--- src/rtl/barrett_reducer.sv ---
// Multi-cycle Barrett reducer: r = x mod m for a 2*BITWIDTH-bit x.
// One (BITWIDTH+1)x(BITWIDTH+1) multiplier is time-shared between the two quotient steps.
module barrett_reducer #(
  parameter int unsigned BITWIDTH = 32
) (
  input  logic                    sys_clk,
  input  logic                    sys_rst_n,
  input  logic                    in_valid,
  output logic                    in_ready,
  input  logic [2*BITWIDTH-1:0]   x,
  input  logic [BITWIDTH-1:0]     m,
  input  logic [BITWIDTH:0]       mu,
  output logic                    out_valid,
  input  logic                    out_ready,
  output logic [BITWIDTH-1:0]     r,
  output logic                    err
);

  localparam int unsigned BW = BITWIDTH;
  localparam int unsigned XW = 2 * BW;
  localparam int unsigned OW = BW + 1;
  localparam int unsigned PW = 2 * BW + 2;
  localparam int unsigned TW = BW + 2;

  typedef enum logic [2:0] {
    S_IDLE,
    S_MUL1,
    S_MUL2,
    S_SUB,
    S_COR1,
    S_COR2,
    S_DONE
  } state_t;

  state_t state_q, state_n;

  logic [XW-1:0] x_q;
  logic [BW-1:0] m_q;
  logic [OW-1:0] mu_q;
  logic [PW-1:0] p_q;
  logic [TW-1:0] t_q;

  logic [OW-1:0] mul_a, mul_b;
  logic [PW-1:0] prod;
  logic [TW-1:0] m_ext, t_cor;
  logic          legal_c;

  // State register
  always_ff @(posedge sys_clk or negedge sys_rst_n) begin
    if (!sys_rst_n) state_q <= S_IDLE;
    else            state_q <= state_n;
  end

  // Next-state logic: one state per cycle, fixed latency
  always_comb begin
    state_n = state_q;
    unique case (state_q)
      S_IDLE:  if (in_valid) state_n = S_MUL1;
      S_MUL1:  state_n = S_MUL2;
      S_MUL2:  state_n = S_SUB;
      S_SUB:   state_n = S_COR1;
      S_COR1:  state_n = S_COR2;
      S_COR2:  state_n = S_DONE;
      S_DONE:  if (out_ready) state_n = S_IDLE;
      default: state_n = S_IDLE;
    endcase
  end

  // Shared multiplier: q1*mu in MUL1, q3*{0,m} otherwise
  always_comb begin
    if (state_q == S_MUL1) begin
      mul_a = x_q[XW-1:BW-1];
      mul_b = mu_q;
    end else begin
      mul_a = p_q[PW-1:BW+1];
      mul_b = {1'b0, m_q};
    end
    prod = PW'(mul_a) * PW'(mul_b);
  end

  // Conditional subtraction used by both correction steps
  always_comb begin
    m_ext = TW'(m_q);
    t_cor = (t_q >= m_ext) ? (t_q - m_ext) : t_q;
  end

  // Modulus must have its top bit set and not be exactly 2^(BW-1)
  assign legal_c = m[BW-1] && (m[BW-2:0] != '0);

  // Datapath and registered outputs
  always_ff @(posedge sys_clk or negedge sys_rst_n) begin
    if (!sys_rst_n) begin
      x_q       <= '0;
      m_q       <= '0;
      mu_q      <= '0;
      p_q       <= '0;
      t_q       <= '0;
      r         <= '0;
      err       <= 1'b0;
      in_ready  <= 1'b1;
      out_valid <= 1'b0;
    end else begin
      in_ready  <= (state_n == S_IDLE);
      out_valid <= (state_n == S_DONE);
      unique case (state_q)
        S_IDLE: begin
          if (in_valid) begin
            x_q  <= x;
            m_q  <= m;
            mu_q <= mu;
            err  <= !legal_c;
          end
        end
        S_MUL1, S_MUL2: p_q <= prod;
        S_SUB:          t_q <= x_q[TW-1:0] - p_q[TW-1:0];
        S_COR1:         t_q <= t_cor;
        S_COR2: begin
          t_q <= t_cor;
          r   <= err ? '0 : t_cor[BW-1:0];
        end
        default: ;
      endcase
    end
  end

endmodule

--- config.mk ---
export PLATFORM = sky130hd
export DESIGN_NAME = barrett_reducer
export DESIGN_NICKNAME = d
export VERILOG_FILES = /design/src/rtl/barrett_reducer.sv
export SDC_FILE = /design/constraint.sdc
export NUM_CORES = 2
export LEC_CHECK = 0
export BUFFER_PORTS_ARGS = -buffer_cell sky130_fd_sc_hd__buf_2
export CORE_MARGIN = 3
export CORE_UTILIZATION = 40
export CTS_CLUSTER_DIAMETER = 150
export CTS_CLUSTER_SIZE = 16
export DETAILED_ROUTE_END_ITERATION = 10
export PLACE_DENSITY = 0.55
export SLEW_MARGIN = 20
export SYNTH_ARGS = -nofsm -noshare
export SYNTH_HDL_FRONTEND = slang
export SYNTH_SLANG_ARGS = --single-unit
--- constraint.sdc ---
create_clock -name sys_clk -period 8.9 [get_ports sys_clk]
set_clock_uncertainty 0.15 [all_clocks]
set_input_delay 0.89 -clock sys_clk [delete_from_list [all_inputs] [get_ports sys_clk]]
set_output_delay 0.89 -clock sys_clk [all_outputs]
set_load 0.03 [all_outputs]
Word level (Yosys, flattened, before mapping)
Index checks and enable logic that the tools add are counted.
- register bits after elaboration: 267
- bits in latches: 0
- bits in writable memories: 0
- memory bits (read-only): 0
- bits of input ports: 133
- output and inout bits: 35
- logic and storage cells: 41
- memories: 0
- add/subtract/negate cells: 2
- multipliers: 1
- divide/modulo/power cells: 0
- $lt $le $gt $ge: 1
- eq/ne operators: 8
- shifts and indexed selects: 0
- multiplexer cells: 8
- bitwise operators: 0
- reduce and logical (&&, ||, !) cells: 10
- operators by type and width (kind ; count):
    34-bit one-hot mux with 2 select lines ; 1
    33-bit by 33-bit multiplier with 66-bit output ; 1
    33-bit two-way mux ; 2
    34-bit by 32-bit >= comparator with 1-bit output ; 1
    34-bit two-way mux ; 1
    34-bit by 32-bit subtractor with 34-bit output ; 1
    34-bit subtractor ; 1
    32-bit two-way mux ; 1
    31-bit nonzero test ; 1
    3-bit one-hot mux with 7 select lines ; 1
    3-bit == test, second input constant ; 4
    3-bit by 2-bit == test with 1-bit output, second input constant ; 2
    3-bit logical NOT ; 2
    3-bit two-way mux ; 2
    2-bit AND reduction ; 2
    2-bit OR reduction ; 2
    3-bit by 1-bit == test with 1-bit output, second input constant ; 1
    2-bit by 1-bit != test with 1-bit output, second input constant ; 1
    2-bit nonzero test ; 1
    1-bit logical AND ; 1
    1-bit logical NOT ; 1

Depth between registers and ports, before layout
- depth after elaboration: 4
- mapped depth: 36
- gate-level depth less buffers: 31

Least setup slack after synthesis
OpenSTA, ideal clock, no wires.
- path type: flip-flop to flip-flop
- start: register state_q[1]
- end: register p_q[64]
- library setup time: 69 ps
- arrival time: 8819 ps
- data required time: 8681 ps
- setup slack: -137 ps
- stages on the path, launching flop included: 35
- buffers on the path: 4
- period minus slack after synthesis: 9037 ps
- cells stage by stage: dfrtp_1 -> clkbuf_1 -> nor3b_1 -> buf_2 -> buf_1 -> mux2i_1 -> clkbuf_1 -> nor2_1 -> fa_1 -> inv_1 -> fa_1 -> inv_1 -> fa_1 -> inv_1 -> fa_1 -> inv_1 -> fa_1 -> inv_1 -> fa_1 -> inv_1 -> fa_1 -> inv_1 -> fa_1 -> inv_1 -> ha_1 -> nand2_1 -> nor2_1 -> nand3_1 -> a2111o_1 -> a21oi_2 -> nor3_2 -> o211ai_2 -> a221oi_2 -> or4_1 -> nand3_1
- cells in the longest elaborated chain, start to end: 3
- elaborated cells on any way between the ends: 6
- classes of those cells: mul (1); eq/ne (2); mux (2); reduce/logical (1)
- ends and longest elaborated chain (item ; line ; text):
    start, declared ; 35 ; state_t state_q, state_n;
    start signal, assigned ; 51 ; else state_q <= state_n;
    3-bit by 1-bit == test with 1-bit output ; 71, 105 ;
    33-bit two-way mux ; 71 ; if (state_q == S_MUL1) begin
    33-bit by 33-bit multiplier with 66-bit output ; 78 ; prod = PW'(mul_a) * PW'(mul_b);
    end signal, assigned ; 114 ; S_MUL1, S_MUL2: p_q <= prod;
    end, declared ; 40 ; logic [PW-1:0] p_q;
Parallel ways exist; a longest one is shown, timed or not.
A chain may end at the register's enable or synchronous reset.

Worst setup path after layout
- start: register state_q[2]
- end: register p_q[61]
The elaborated chain is that of the path after synthesis.

==> impl_results.rst <==
.. list-table::
   :header-rows: 1

   * - Metric
     - Value
   * - Remaining global-route overflow
     - 0
   * - Post-Synthesis Mean Instance Area
     - 8.91 sq um
   * - Leading register cell type out of synthesis
     - sky130_fd_sc_hd__dfrtp_1
   * - Number of flops mapped to enable cells by yosys
     - 0
   * - Synth-to-layout area growth
     - 17.9%
   * - Dpl hpwl
     - 158 mm
   * - Most common library cells after synthesis
     - sky130_fd_sc_hd__inv_1, sky130_fd_sc_hd__fa_1, sky130_fd_sc_hd__nand2_1
   * - Hold WC Path Type
     - in -> async
   * - Area contributors post-synth
     - sky130_fd_sc_hd__fa_1, sky130_fd_sc_hd__dfrtp_1, sky130_fd_sc_hd__inv_1, sky130_fd_sc_hd__ha_1, sky130_fd_sc_hd__nand2_1
   * - Highest achievable clock rate
     - 0.113 GHz
   * - Chip Width
     - between 300 and 400 um
   * - Unrepaired setup endpoints after global routing
     - yes
   * - Pin count of the biggest net entering global routing
     - 164
   * - I/O Buffers
     - 167
   * - DRC
     - 0
   * - Area leader, netlist
     - sky130_fd_sc_hd__fa_1
   * - Vertical die dimension
     - 356 um
   * - Detailed-route wire length per cell
     - 24.8 um
   * - Drt total wl
     - 189 mm
   * - Initial antenna violation count
     - 4
   * - Placed cell areas
     - 55400 sq um
   * - First-pass GRT wire length
     - 278 mm
   * - Final-report max-slew violation count
     - 0
   * - I/O Pins
     - 168
   * - Count of fill cells added during filler insertion
     - 11800
   * - Highest net fanout along the worst path
     - 8
   * - Startpoint class of the critical path
     - register
   * - Cell total after placement
     - 7491
   * - Transition time of the tightest slew-check pin
     - 995 ps
   * - CTS Sinks
     - 267
   * - Sequential-to-total area share from yosys stat
     - 13.6%
   * - Buffer depth of the longest clock path
     - 3
   * - Number of global-route vias before repair
     - roughly 42000
   * - CP startpoint
     - state_q[2]
   * - Vias per std cell
     - 5.32
   * - TritonCTS clock tree
     - yes
   * - Critical Setup Path Class
     - reg -> reg
   * - Placeable core region
     - 121000 sq um
   * - Post-Synthesis Cells
     - 5498
   * - Final std cells w/o fill
     - 7596
   * - Number of cells on the worst reg-to-reg path
     - 38
   * - Number of H-tree branching levels
     - 1
   * - Number of hold violations in the final report
     - 0
   * - Row count
     - 127
   * - Share of async-settable or async-resettable flops after synthesis
     - 100%
   * - Type of element capturing the critical path
     - register
   * - Buffer type at the clock tree root
     - sky130_fd_sc_hd__clkbuf_16
   * - Cell with the largest stage delay on the worst path
     - sky130_fd_sc_hd__fa_1
   * - Synth Register Bits
     - 267
   * - Max incr delay on CP
     - 560 ps
   * - Minimum clock period after layout
     - 8870 ps
   * - Arrival time of data at the critical path endpoint
     - 9150 ps
   * - Overall global routing resource usage
     - 30.0%
   * - Count of nets after finishing
     - 7397
   * - Finished layout cell area
     - 57700 sq um
   * - Fin crit share
     - 99.6%
   * - Number of warnings issued by yosys
     - 0
   * - Count of vias placed by the detailed router
     - 40400
   * - Fraction of synthesized cell area taken by the top area cell type
     - 39.2%
   * - Worst reg-to-reg setup slack
     - 30 ps
   * - Area of the mapped netlist
     - 49000 sq um
   * - Crit Reg-Reg Startpoint
     - state_q[2]
   * - TritonCTS buffer count
     - 21
   * - Detail Route Antenna Nets
     - 0
   * - Critical path data required time
     - 9180 ps
   * - Die Area
     - approximately 130000 sq um
   * - Final setup violating endpoints
     - 0
   * - Number of hold-repair buffers added at the cts stage
     - 0
   * - Critical Path Most Common Cell
     - sky130_fd_sc_hd__buf_4
   * - Most numerous cell in the Yosys netlist
     - sky130_fd_sc_hd__inv_1
   * - Net count of the mapped netlist
     - 6921
   * - Initial core utilization
     - just over 40%
   * - Gp weighted congestion
     - ~0.99
   * - Number of distinct library cell variants in the gate-level netlist after synthesis
     - 89
   * - Clock transition at path regs
     - 80 ps
   * - Headroom to the max-slew limit
     - about 33%
   * - Worst skew pair latency
     - ~580 ps
   * - Number of DRC violations after detailed-routing iteration 0
     - approximately 3300
   * - Maximum capacitance violations
     - 0
   * - Share of cells above drive strength 1
     - 17.9%
   * - Number of diodes added for antenna fixing
     - 0
   * - Drt pass-1 iters
     - 6
   * - Terminus of the critical flop-to-flop path
     - p_q[61]
   * - Result of the run
     - complete, no violations
flip-flops by register name, indices dropped and copies added (netlist names):
| name | cells |
|---|---|
| r | 32 |
| m_q | 32 |
| p_q | 66 |
| err | 1 |
| state_q | 3 |
| in_ready | 1 |
| out_valid | 1 |
| mu_q | 33 |
| x_q | 64 |
| t_q | 34 |
metal layers:
metal	global-route usage, %	part of all wire [%]
met1	40.9	42
met2	48.2	46
met3	4.72	7.6
met4	11.4	5.0
met5	0	0
layout make-up:
class / instances / area [sq um] / area share, %
flip-flops and latches: 267 / 6680 / 11.6
clock inverters: 3 / 33.8 / 0.0585
multi-input cells: 3846 / 38000 / 65.8
well taps: 1612 / 2020 / 3.49
repair buffers: 720 / 6260 / 10.8
inverters: 1118 / 4200 / 7.27
clock buffers: 30 / 559 / 0.969
worst max-delay path, delay by kind of cell (launching register included):
kind	cells	cell delay [ps]
adders and majority gates	9	3890
and+or+nand+nor	5	750
muxes	1	340
buffers and inverters	16	2080
xor gates and xnor gates	1	150
AOI/OAI and AO/OA	6	910
DFF	1	410
stage by stage:
stage	utilization [%]	setup WS (ps)	hold slack [ps]	setup TNS [ps]
after detailed placement	45.9	-514	311	-6990
after CTS	47.2	2.80	257	0
final	47.8	31.8	175	0
after global placement	45.9	-379	304	-5460
after global routing	47.8	-242	292	-3000
after floorplan	-	2.99	300	0
timing repair:
| item | in CTS | in global routing |
|---|---|---|
| pin swaps | 23 | 64 |
| setup endpoints to repair | 27 | 30 |
| resized for setup | 107 | 112 |
| buffers inserted | 32 | 36 |
| gates cloned | 6 | 2 |
cells in the final DEF, fill, tap and decap left out, types with 36 or more instances in the layout:
cell type	n
sky130_fd_sc_hd__inv_1	1102
sky130_fd_sc_hd__nand2_1	726
sky130_fd_sc_hd__fa_1	945
sky130_fd_sc_hd__buf_2	166
sky130_fd_sc_hd__ha_1	318
sky130_fd_sc_hd__mux2_2	115
sky130_fd_sc_hd__buf_4	435
sky130_fd_sc_hd__xor2_1	36
sky130_fd_sc_hd__o21ai_0	176
sky130_fd_sc_hd__a21o_1	88
sky130_fd_sc_hd__a21oi_1	150
sky130_fd_sc_hd__dfrtp_1	266
sky130_fd_sc_hd__xnor2_1	72
sky130_fd_sc_hd__nor2_1	656
sky130_fd_sc_hd__buf_12	77
cell families after synthesis:
kind of cell | after synthesis | share of synthesized area (%)
compound gates | 662 | 8.64
flops | 267 | 13.6
mux | 178 | 3.97
simple gates | 1605 | 13.4
xor+xnor | 111 | 1.99
fa+ha+maj | 1290 | 47.7
buf+inv | 1385 | 10.7
how the worst max path moves through the flow:
stage	endpoint	slack [ps]
2_1_floorplan	p_q[64]	3
6_report	p_q[61]	30
5_1_grt	p_q[61]	-240
3_3_place_gp	p_q[63]	-380
4_1_cts	p_q[58]	3
3_5_place_dp	p_q[63]	-510
Power is not shown: default switching activity piles up to over one toggle a cycle in this logic, so the estimate is an artifact.
